--- config.mk ---
export PLATFORM = sky130hd
export DESIGN_NAME = fifo_stream_reader
export DESIGN_NICKNAME = d
export VERILOG_FILES = /design/src/rtl/fifo_pkg.sv /design/src/rtl/fifo_stream_reader.sv
export SDC_FILE = /design/constraint.sdc
export NUM_CORES = 1
export LEC_CHECK = 0
export CELL_PAD_IN_SITES_DETAIL_PLACEMENT = 1
export CELL_PAD_IN_SITES_GLOBAL_PLACEMENT = 1
export CORE_UTILIZATION = 50
export DETAILED_ROUTE_END_ITERATION = 12
export DONT_BUFFER_PORTS = 1
export HOLD_SLACK_MARGIN = 0.05
export PLACE_DENSITY_LB_ADDON = 0.1
export SLEW_MARGIN = 30
export SYNTH_ARGS = -nofsm -noshare
export SYNTH_HDL_FRONTEND = slang
export SYNTH_SLANG_ARGS = --single-unit
--- constraint.sdc ---
create_clock -name clk -period 4.7 [get_ports clk]
set_clock_uncertainty 0.05 [all_clocks]
set_input_delay 1.175 -clock clk [delete_from_list [all_inputs] [get_ports clk]]
set_output_delay 1.175 -clock clk [all_outputs]
set_load 0.01 [all_outputs]
--- src/rtl/fifo_pkg.sv ---
// Shared types for the FIFO stream reader: output-buffer occupancy encoding.
// Latency: none (types and a pure helper function only).
// Backpressure: not applicable.
package fifo_pkg;

  // Occupancy of the 2-entry output buffer.
  typedef enum logic [1:0] {
    EMPTY = 2'd0,
    ONE   = 2'd1,
    TWO   = 2'd2
  } occ_e;

  // Number of entries held in the buffer for a given occupancy state.
  function automatic logic [1:0] occ_count(input occ_e s);
    case (s)
      EMPTY:   return 2'd0;
      ONE:     return 2'd1;
      TWO:     return 2'd2;
      default: return 2'd0;
    endcase
  endfunction

endpackage

--- src/rtl/fifo_stream_reader.sv ---
// Drains a registered-read FIFO into a valid/ready stream through a 2-entry skid buffer.
// Latency: 2 cycles read issue -> o_valid; 1 beat/cycle sustained with i_ready held high.
// Backpressure: reads stop once buffered + in-flight words would exceed 2; o_data holds while stalled.
//
// Ports:
//   clk, i_rst                 : clock, synchronous active-high reset
//   i_enable                   : permits new FIFO reads
//   i_fifo_empty, o_fifo_read,
//   i_fifo_data                : FIFO read side (data valid the cycle after a read)
//   o_valid, o_data, i_ready   : output stream
//   o_beat_count               : beats delivered since reset (wraps)
//   o_idle                     : nothing buffered and no read in flight
module fifo_stream_reader
  import fifo_pkg::*;
#(
  parameter int DataWidth  = 32,
  parameter int CountWidth = 16
) (
  input  logic                  clk,
  input  logic                  i_rst,
  input  logic                  i_enable,
  input  logic                  i_fifo_empty,
  output logic                  o_fifo_read,
  input  logic [DataWidth-1:0]  i_fifo_data,
  output logic                  o_valid,
  output logic [DataWidth-1:0]  o_data,
  input  logic                  i_ready,
  output logic [CountWidth-1:0] o_beat_count,
  output logic                  o_idle
);

  occ_e                  state_q, state_d;
  logic                  inflight_q;
  logic [DataWidth-1:0]  head_q, head_d;
  logic [DataWidth-1:0]  tail_q, tail_d;
  logic [CountWidth-1:0] beat_cnt_q, beat_cnt_d;

  logic       pop;
  logic       capture;
  logic [2:0] occ_after;

  assign pop     = o_valid && i_ready;
  assign capture = inflight_q;

  // Occupancy after this edge once the in-flight word lands; a new read is
  // only safe if its data will still find a free slot next cycle.
  assign occ_after = {1'b0, occ_count(state_q)} + {2'b00, inflight_q} - {2'b00, pop};

  // Gated by reset so the paired FIFO is never popped while both are being cleared.
  assign o_fifo_read = !i_rst && i_enable && !i_fifo_empty && (occ_after < 3'd2);

  always_comb begin
    state_d    = state_q;
    head_d     = head_q;
    tail_d     = tail_q;
    beat_cnt_d = pop ? beat_cnt_q + CountWidth'(1) : beat_cnt_q;

    unique case (state_q)
      EMPTY: begin
        if (capture) begin
          head_d  = i_fifo_data;
          state_d = ONE;
        end
      end
      ONE: begin
        case ({pop, capture})
          2'b11: head_d = i_fifo_data;            // head replaced, stays ONE
          2'b10: state_d = EMPTY;
          2'b01: begin
            tail_d  = i_fifo_data;
            state_d = TWO;
          end
          default: ;
        endcase
      end
      TWO: begin
        // Capture without pop cannot occur here: the read gate never lets a
        // third word be in flight while both slots are full.
        if (pop) begin
          head_d = tail_q;
          if (capture) tail_d = i_fifo_data;
          else         state_d = ONE;
        end
      end
      default: state_d = EMPTY;
    endcase
  end

  always_ff @(posedge clk) begin
    if (i_rst) begin
      state_q    <= EMPTY;
      inflight_q <= 1'b0;
      beat_cnt_q <= '0;
    end else begin
      state_q    <= state_d;
      inflight_q <= o_fifo_read;
      beat_cnt_q <= beat_cnt_d;
    end
  end

  // Data slots carry no reset; they are only observed while o_valid is high.
  always_ff @(posedge clk) begin
    head_q <= head_d;
    tail_q <= tail_d;
  end

  assign o_valid      = (state_q != EMPTY);
  assign o_data       = head_q;
  assign o_beat_count = beat_cnt_q;
  assign o_idle       = (state_q == EMPTY) && !inflight_q;

endmodule

; After elaboration in Yosys (flattened, before gate mapping)
; Index checks and enable logic that the tools add are counted.
; W data, S select, Z words.
[totals]
regBits = 83
latch_bits = 0
ramBits = 0
romBits = 0
inputBits = 37
out_inout_bits = 51
wordCells = 49
mem_count = 0
[classes]
n_addsub = 3
n_mul = 0
n_div = 0
order_cmp = 1
eq_ne = 12
shifts = 0
n_mux = 13
bitwise_logic = 0
n_reduce_logical = 15
[ops]
columns = op, n
row1 = $mux W32, 5
row2 = $pmux W32 S3, 1
row3 = $pmux W32 S2, 1
row4 = $add A16 B1 Y16 const B, 1
row5 = $reduce_and A4 Y1, 3
row6 = $ne A2 B2 Y1 const B, 5
row7 = $pmux W2 S2, 2
row8 = $eq A2 B2 Y1 const B, 3
row9 = $mux W2, 3
row10 = $pmux W2 S3, 1
row11 = $logic_and A1 B1 Y1, 5
row12 = $eq A2 B1 Y1 const B, 2
row13 = $reduce_bool A2 Y1, 2
row14 = $add A2 B1 Y3, 1
row15 = $logic_not A1 Y1, 3
row16 = $lt A3 B2 Y1 const B, 1
row17 = $ne A3 B2 Y1 const B, 1
row18 = $reduce_bool A3 Y1, 1
row19 = $sub A3 B1 Y3, 1
row20 = $logic_not A2 Y1, 1
row21 = $ne A2 B1 Y1 const B, 1

; Logic depth before layout (Yosys ltp)
; Gate-level depths: netlist of run 1.
[depth]
word_depth = 6
ltp_mapped = 7
mapped_depth_nobuf = 6

; Worst setup path after synthesis of run 1
; Ideal clock, no wire load.
[synth_path]
path_type = input port to flip-flop
startpoint = in i_ready
endpoint = reg head_q[0], in the netlist o_data[0], enable pin
setup_time_ns = 0.466
arrival_time_ns = 3.696
t_required_ns = 4.184
slack_ns = 0.489
stages = 4
path_buffers = 0
cell_sequence = nand2_1 -> inv_1 -> nor2_1 -> o21ai_0
[synth_between]
elab_chain_cells = 4
elab_cells_between_ends = 5
cone_classes = eq/ne (3) / reduce/logical (2)
[synth_rtl]
columns = item, line_no
row1 = "start, declared", fifo_stream_reader.sv:27  ; input logic i_ready,
row2 = $logic_and A1 B1 Y1 *, fifo_stream_reader.sv:42  ; assign pop = o_valid && i_ready;
row3 = $eq A2 B2 Y1, fifo_stream_reader.sv:66  ; case ({pop, capture})
row4 = $ne A2 B1 Y1 (no source line), n/a
row5 = $reduce_and A4 Y1 (no source line) *, n/a
row6 = "end signal, assigned", fifo_stream_reader.sv:103  ; head_q <= head_d;
row7 = "end, declared", fifo_stream_reader.sv:34  ; logic [DataWidth-1:0] head_q, head_d;
; Every way passes the cells marked *; elsewhere a longest branch is shown, timed or not.
; A chain may end at the register's enable or synchronous reset.

; Worst setup path in the final report of run 1
[layout_path]
startpoint = in i_ready
endpoint = out o_fifo_read
[layout_between]
elab_chain_cells = 4
[layout_rtl]
columns = item, line_no
row1 = $logic_and A1 B1 Y1, fifo_stream_reader.sv:42
row2 = $sub A3 B1 Y3, fifo_stream_reader.sv:47  ; assign occ_after = {1'b0, occ_count(state_q)} + {2'b00, inflight_q} - {2'b00, pop};
row3 = $lt A3 B2 Y1, fifo_stream_reader.sv:50  ; assign o_fifo_read = !i_rst && i_enable && !i_fifo_empty && (occ_after < 3'd2);
row4 = $logic_and A1 B1 Y1, fifo_stream_reader.sv:50
row5 = "end, declared", fifo_stream_reader.sv:23  ; output logic o_fifo_read,
; No other way between the ends.

==> results.toml, run 1 <==
[hold_path]
hp-class = "reg2reg"
hold_start = "o_beat_count[15]"
hold_end = "o_beat_count[15]"
whs_path_depth = 2

[clocking]
clockBufferDepth = 2
clock_sinks = 83
insertion_delay_ns = 0.34
clk_pin_slew_worst_paths_ns = 0.08
clockRootBuffer = "clkbuf_8"
cts_buffers = 9
post-cts-setup-buffers = 0
cts.repair.resized = 0
ctsHoldBuffers = 0
cts_tree = "built"
cts_max_level = 3

[detailed_routing]
wl_per_cell_um = 20.23
drt_iter0_markers = 85
wl_mm = 6.050
route.vias.total = 1738
drt-vias-per-instance = 5.813
firstDrtPassIters = 4
drcViolationCount = 0
ant_nets = 0

[placement]
io_buffers = 0
pre_cts_slack_ns = 0.8496
gp_congestion = 0.6637
placed_cell_area_mm2 = 0.003323
dp_hpwl_mm = 4.262

[finish]
fill_cells = 571
fin_area_mm2 = 0.003565
antenna_cells = 0
drive_gt1_share_pct = 23.66
nets = 259
fin_util_pct = 58.48
area_growth_pct = 10.09

[critical_path]
critPathArrivalTime_ns = 2.61
reg2reg_from = "state_q[0]"
required_ns = 3.47
ff2ff_setup_slack_ns = 2.64
crit_type = "in2out"
timing.critical_path.cells = "nand2b_1 -> o21ai_0 -> nand2_1 -> fa_1 -> nand2_1 -> nor4_1"
reg2reg_depth = 4
critPathLaunchType = "primary input"
cp_max_fo = 8
slowest_delay_ns = 0.51
slowest_stage = "fa_1"
endpoint_kind = "output pin"
r2r_end = "tail_q[7]"
crit_top_cell = "nand2_1"

[synthesis]
synth-seq-cells = 83
synth_nets = 253
synth_area_mm2 = 0.003238
synth_enable_flop_cells = 64
async_flop_share_pct = 0
yosysWarningCount = 0
synth.yosys.seq_area_share_pct = 71.10
syn_inst = 214
synth.distinct_cells = 35
yosys_most_used_dff = "edfxtp_1"
avgSynthCellArea_um2 = 15.13

[global_routing]
grt_overflow = 0
grt_pass1_wl_mm = 9.073
grt.total_usage_pct = 19.16
antenna_found_initial = 0
grt_max_degree = 35
grt_pass1_vias = 1770

[die]
start_util_pct = 53.12
die_w_um = 82.48
core_area_mm2 = 0.006096
fp-row-count = 28
dieArea_mm2 = 0.006802
ios = 88
die_y_um = 82.48

[flow_run]
drv_cap = 0

[timing]
layout_setup_ws_ns = 0.8617
hold_viol_final = 0
relSlewSlack_pct = 65.65
period_minus_slack_ns = 3.838
setup-tns-final_ns = 0
max_freq_ghz = 0.2605
grt_setup_unrepaired = "false"
setup_violations = 0
worst_pin_slew_ns = 0.5106
holdWs_ns = 0.4765
finalMaxSlewViolations = 0
post-route-period-util_pct = 81.67

[status]
status = "finished clean"

[power_and_ir_drop]
p_per_area_mw_per_mm2 = 394.0
vdd_drop_max_uv = 221.9
leakage_nw = 1.163
cell usage after synthesis (2+ instances only):
| cell type | instances | area (um2) |
|---|---|---|
| edfxtp_1 | 64 | 1922 |
| o21ai_0 | 7 | 35.03 |
| clkbuf_1 | 3 | 11.26 |
| or4_1 | 2 | 15.01 |
| mux2_2 | 32 | 360.4 |
| o31ai_1 | 2 | 15.01 |
| xor2_1 | 8 | 70.07 |
| buf_2 | 4 | 20.02 |
| dfxtp_1 | 19 | 380.4 |
| inv_1 | 4 | 15.01 |
| xnor2_1 | 3 | 26.28 |
| nand3_1 | 4 | 20.02 |
| nand4_1 | 3 | 18.77 |
| or3_1 | 3 | 18.77 |
| nor2_1 | 14 | 52.55 |
| nor4_1 | 2 | 12.51 |
| and4_1 | 2 | 17.52 |
| a21oi_1 | 7 | 35.03 |
| nand2_1 | 15 | 56.30 |
through the flow:
stage,power (mW),std cells
2_1_floorplan,0.8657,214
3_3_place_gp,0.8696,283
3_5_place_dp,0.8736,283
4_1_cts,1.416,298
5_1_grt,1.453,299
6_report,1.405,299
power breakdown:
part	leakage, nW	internal [mW]	switching (mW)	total, mW
clock	0.106	0.298	0.247	0.545
sequential	0.737	0.808	0.0150	0.823
combinational	0.320	0.0181	0.0185	0.0366
cells by family after synthesis:
logic type      Yosys count  synth area share (%)
buf+inv                  12                 1.777
simple gates             52                 7.883
mux                      32                 11.13
fa+ha+maj                 2                 1.005
flops                    83                 71.10
xor+xnor                 11                 2.976
compound gates           22                 4.135
critical path, delay by kind of cell:
family	cells	cell delay, ns
AND/OR/NAND/NOR	4	0.76
adder cells (fa/ha/maj)	1	0.51
AO/OA/AOI/OAI	1	0.17
sequential cells by signal, indices dropped and copies added (netlist names):
| name | cells |
|---|---|
| state_q | 2 |
| o_data | 32 |
| capture | 1 |
| o_beat_count | 16 |
| tail_q | 32 |
cell usage in the layout (no fill, tap or decap), types with 2 or more instances in the layout:
cell type	count
nand4_1	3
inv_1	4
nor2_1	13
nand2_1	15
nor4_1	2
bufinv_16	2
o21ai_0	6
dfxtp_1	19
and4_1	2
clkbuf_8	9
or3_1	3
nand3_1	4
xor2_1	8
o31ai_1	2
edfxtp_1	64
xnor2_1	3
or4_1	2
mux2_2	32
buf_4	2
a21oi_1	7
layout make-up:
| cell class | instances | area (um2) | area share, % |
|---|---|---|---|
| Sequential cell | 83 | 2302 | 64.58 |
| Multi-Input combinational cell | 119 | 897.1 | 25.17 |
| Clock buffer | 9 | 123.9 | 3.475 |
| Tap cell | 75 | 93.84 | 2.633 |
| Clock inverter | 6 | 90.09 | 2.527 |
| Timing Repair Buffer | 3 | 42.54 | 1.193 |
| Inverter | 4 | 15.01 | 0.4212 |
worst max-delay path by stage:
stage / startpoint / to / cells after the start
floorplan: i_ready / o_data[0] / 4
global placement: i_ready / o_fifo_read / 6
detailed placement: i_ready / o_fifo_read / 6
CTS: i_ready / o_fifo_read / 6
global route: i_ready / o_fifo_read / 6
finish: i_ready / o_fifo_read / 6
routing by layer:
| layer | GRT usage (%) | wire [um] | up-vias |
|---|---|---|---|
| li1 | - | - | 809 |
| met1 | 20.56 | 2271 | 852 |
| met2 | 32.73 | 3170 | 69 |
| met3 | 8.242 | 503 | 8 |
| met4 | 8.421 | 105 | 0 |
| met5 | 0 | 0 | - |
(Power assumes the default switching activity.)
==> inputs of run 2 (changes only) <==
Settings changed: CORE_UTILIZATION 50 to 45.
Clock period 4.7 ns to 3.35 ns, I/O delays scaled along.
==> run 2 against run 1 <==
- non-clock buffer count rose by 2
- flip-flop and latch count did not move
- sequential share of layout area fell by 1.4 points
- via count rose by 0.86%
- critical path type unchanged
- register-to-register slack got worse by 1.2 ns
- total power rose by 52%
- combinational power rose by 41%
- critical path depth rose by 1
- utilization fell by 5.5 points
- critical endpoint unchanged
- largest power group unchanged
- routed wire length rose by 5.3%
- sequential power rose by 40%
==> results.toml, run 2 (synthesis results as in run 1) <==
[die]
ios = 88
die_y_um = 86.83
core_area_mm2 = 0.006869
dieArea_mm2 = 0.007539
start_util_pct = 47.14
die_w_um = 86.83
fp-row-count = 30

[detailed_routing]
ant_nets = 0
wl_per_cell_um = 19.72
firstDrtPassIters = 4
drt_iter0_markers = 85
wl_mm = 6.371
drt-vias-per-instance = 5.427
drcViolationCount = 0
route.vias.total = 1753

[clocking]
clock_sinks = 83
post-cts-setup-buffers = 0
cts_tree = "built"
cts.repair.resized = 0
ctsHoldBuffers = 0
insertion_delay_ns = 0.34
cts_max_level = 3
cts_buffers = 9
clk_pin_slew_worst_paths_ns = 0.08
clockBufferDepth = 2
clockRootBuffer = "clkbuf_8"

[finish]
drive_gt1_share_pct = 24.67
fin_util_pct = 53.02
nets = 261
layout_commonest_cell = "edfxtp_1"
fill_cells = 661
instances_no_fill = 323
antenna_cells = 0
multi_input_area_um2 = 897.1
area.sequential_mm2 = 0.002302
most-common-layout-cells = "edfxtp_1 (64), mux2_2 (32), dfxtp_1 (19), nand2_1 (15), nor2_1 (13)"
area_growth_pct = 12.48
fin_area_mm2 = 0.003642

[critical_path]
endpoint_kind = "output pin"
critPathArrivalTime_ns = 2.31
reg2reg_depth = 4
slowest_delay_ns = 0.53
critPathLaunchType = "primary input"
ff2ff_setup_slack_ns = 1.41
reg2reg_from = "state_q[1]"
slowest_stage = "fa_1"
cp_max_fo = 8
required_ns = 2.46
r2r_end = "o_data[5]"
crit_top_cell = "nand2_1"
crit_type = "in2out"
timing.critical_path.cells = "nand2b_1 -> o21ai_0 -> nand2_1 -> fa_1 -> nand2_1 -> nor4_1 -> buf_4"

[timing]
worst_pin_slew_ns = 0.4561
holdWs_ns = 0.5016
post-route-period-util_pct = 95.44
period_minus_slack_ns = 3.197
max_freq_ghz = 0.3128
finalMaxSlewViolations = 0
setup-tns-final_ns = 0
hold_viol_final = 0
setup_violations = 0
relSlewSlack_pct = 69.59
grt_setup_unrepaired = "false"
layout_setup_ws_ns = 0.1528

[placement]
gp_congestion = 0.7072
dp_hpwl_mm = 4.499
pre_cts_slack_ns = 0.1473
io_buffers = 0
placed_cell_area_mm2 = 0.003372
dp.cells = 307

[global_routing]
antenna_found_initial = 0
grt_pass1_vias = 1907
grt_pass1_wl_mm = 9.970
grt.total_usage_pct = 18.19
grt_overflow = 0
grt_max_degree = 35

[hold_path]
hold_start = "o_beat_count[1]"
hold_end = "o_beat_count[1]"
whs_path_depth = 2
hp-class = "reg2reg"

[power_and_ir_drop]
p_total_mw = 2.130
p_per_area_mw_per_mm2 = 584.8
leakage_nw = 1.196
vdd_drop_max_uv = 219.0

[status]
status = "finished clean"

[flow_run]
drv_cap = 0
run 2: cell count changes in the layout (fill, tap and decap cells not counted), sizes merged:
cell,previous run,this run
bufinv,2,4
clkinvlp,1,0
inv,5,6
clkinv,2,1
buf,3,5
run 2: critical path: cells and delay by family:
family	cells	cell delay, ns
AOI/OAI and AO/OA	1	0.20
adders and majority gates	1	0.53
buffers and inverters	1	0.17
and+or+nand+nor	4	0.56
run 2: final cells by class:
class / count / area share, %
sequential: 83 / 63.21
multi-input combinational: 119 / 24.63
clock inverter: 7 / 4.019
clock buffer: 9 / 3.401
tap: 96 / 3.298
timing repair buffer: 5 / 1.031
inverter: 4 / 0.4122
run 2: per-layer routing:
metal	up-vias	track usage [%]	wire (um)
li1	816	-	-
met5	-	0	0
met4	0	9.848	117
met1	864	19.35	2396
met2	62	32.86	3494
met3	11	4.667	362
run 2: how the worst max path moves through the flow:
stage | startpoint | end | slack [ns]
finish | i_ready | o_fifo_read | 0.15
global route | state_q[0] | o_fifo_read | 0.07
CTS | i_ready | o_fifo_read | 0.13
detailed placement | i_ready | o_fifo_read | 0.15
global placement | i_ready | o_fifo_read | 0.29
floorplan | i_ready | o_fifo_read | 0.30
run 2: power breakdown:
group | total [mW] | internal [mW] | switching (mW)
Sequential | 1.15 | 1.13 | 0.0182
Clock | 0.927 | 0.577 | 0.350
Combinational | 0.0515 | 0.0235 | 0.0280
Total | 2.13 | 1.73 | 0.396
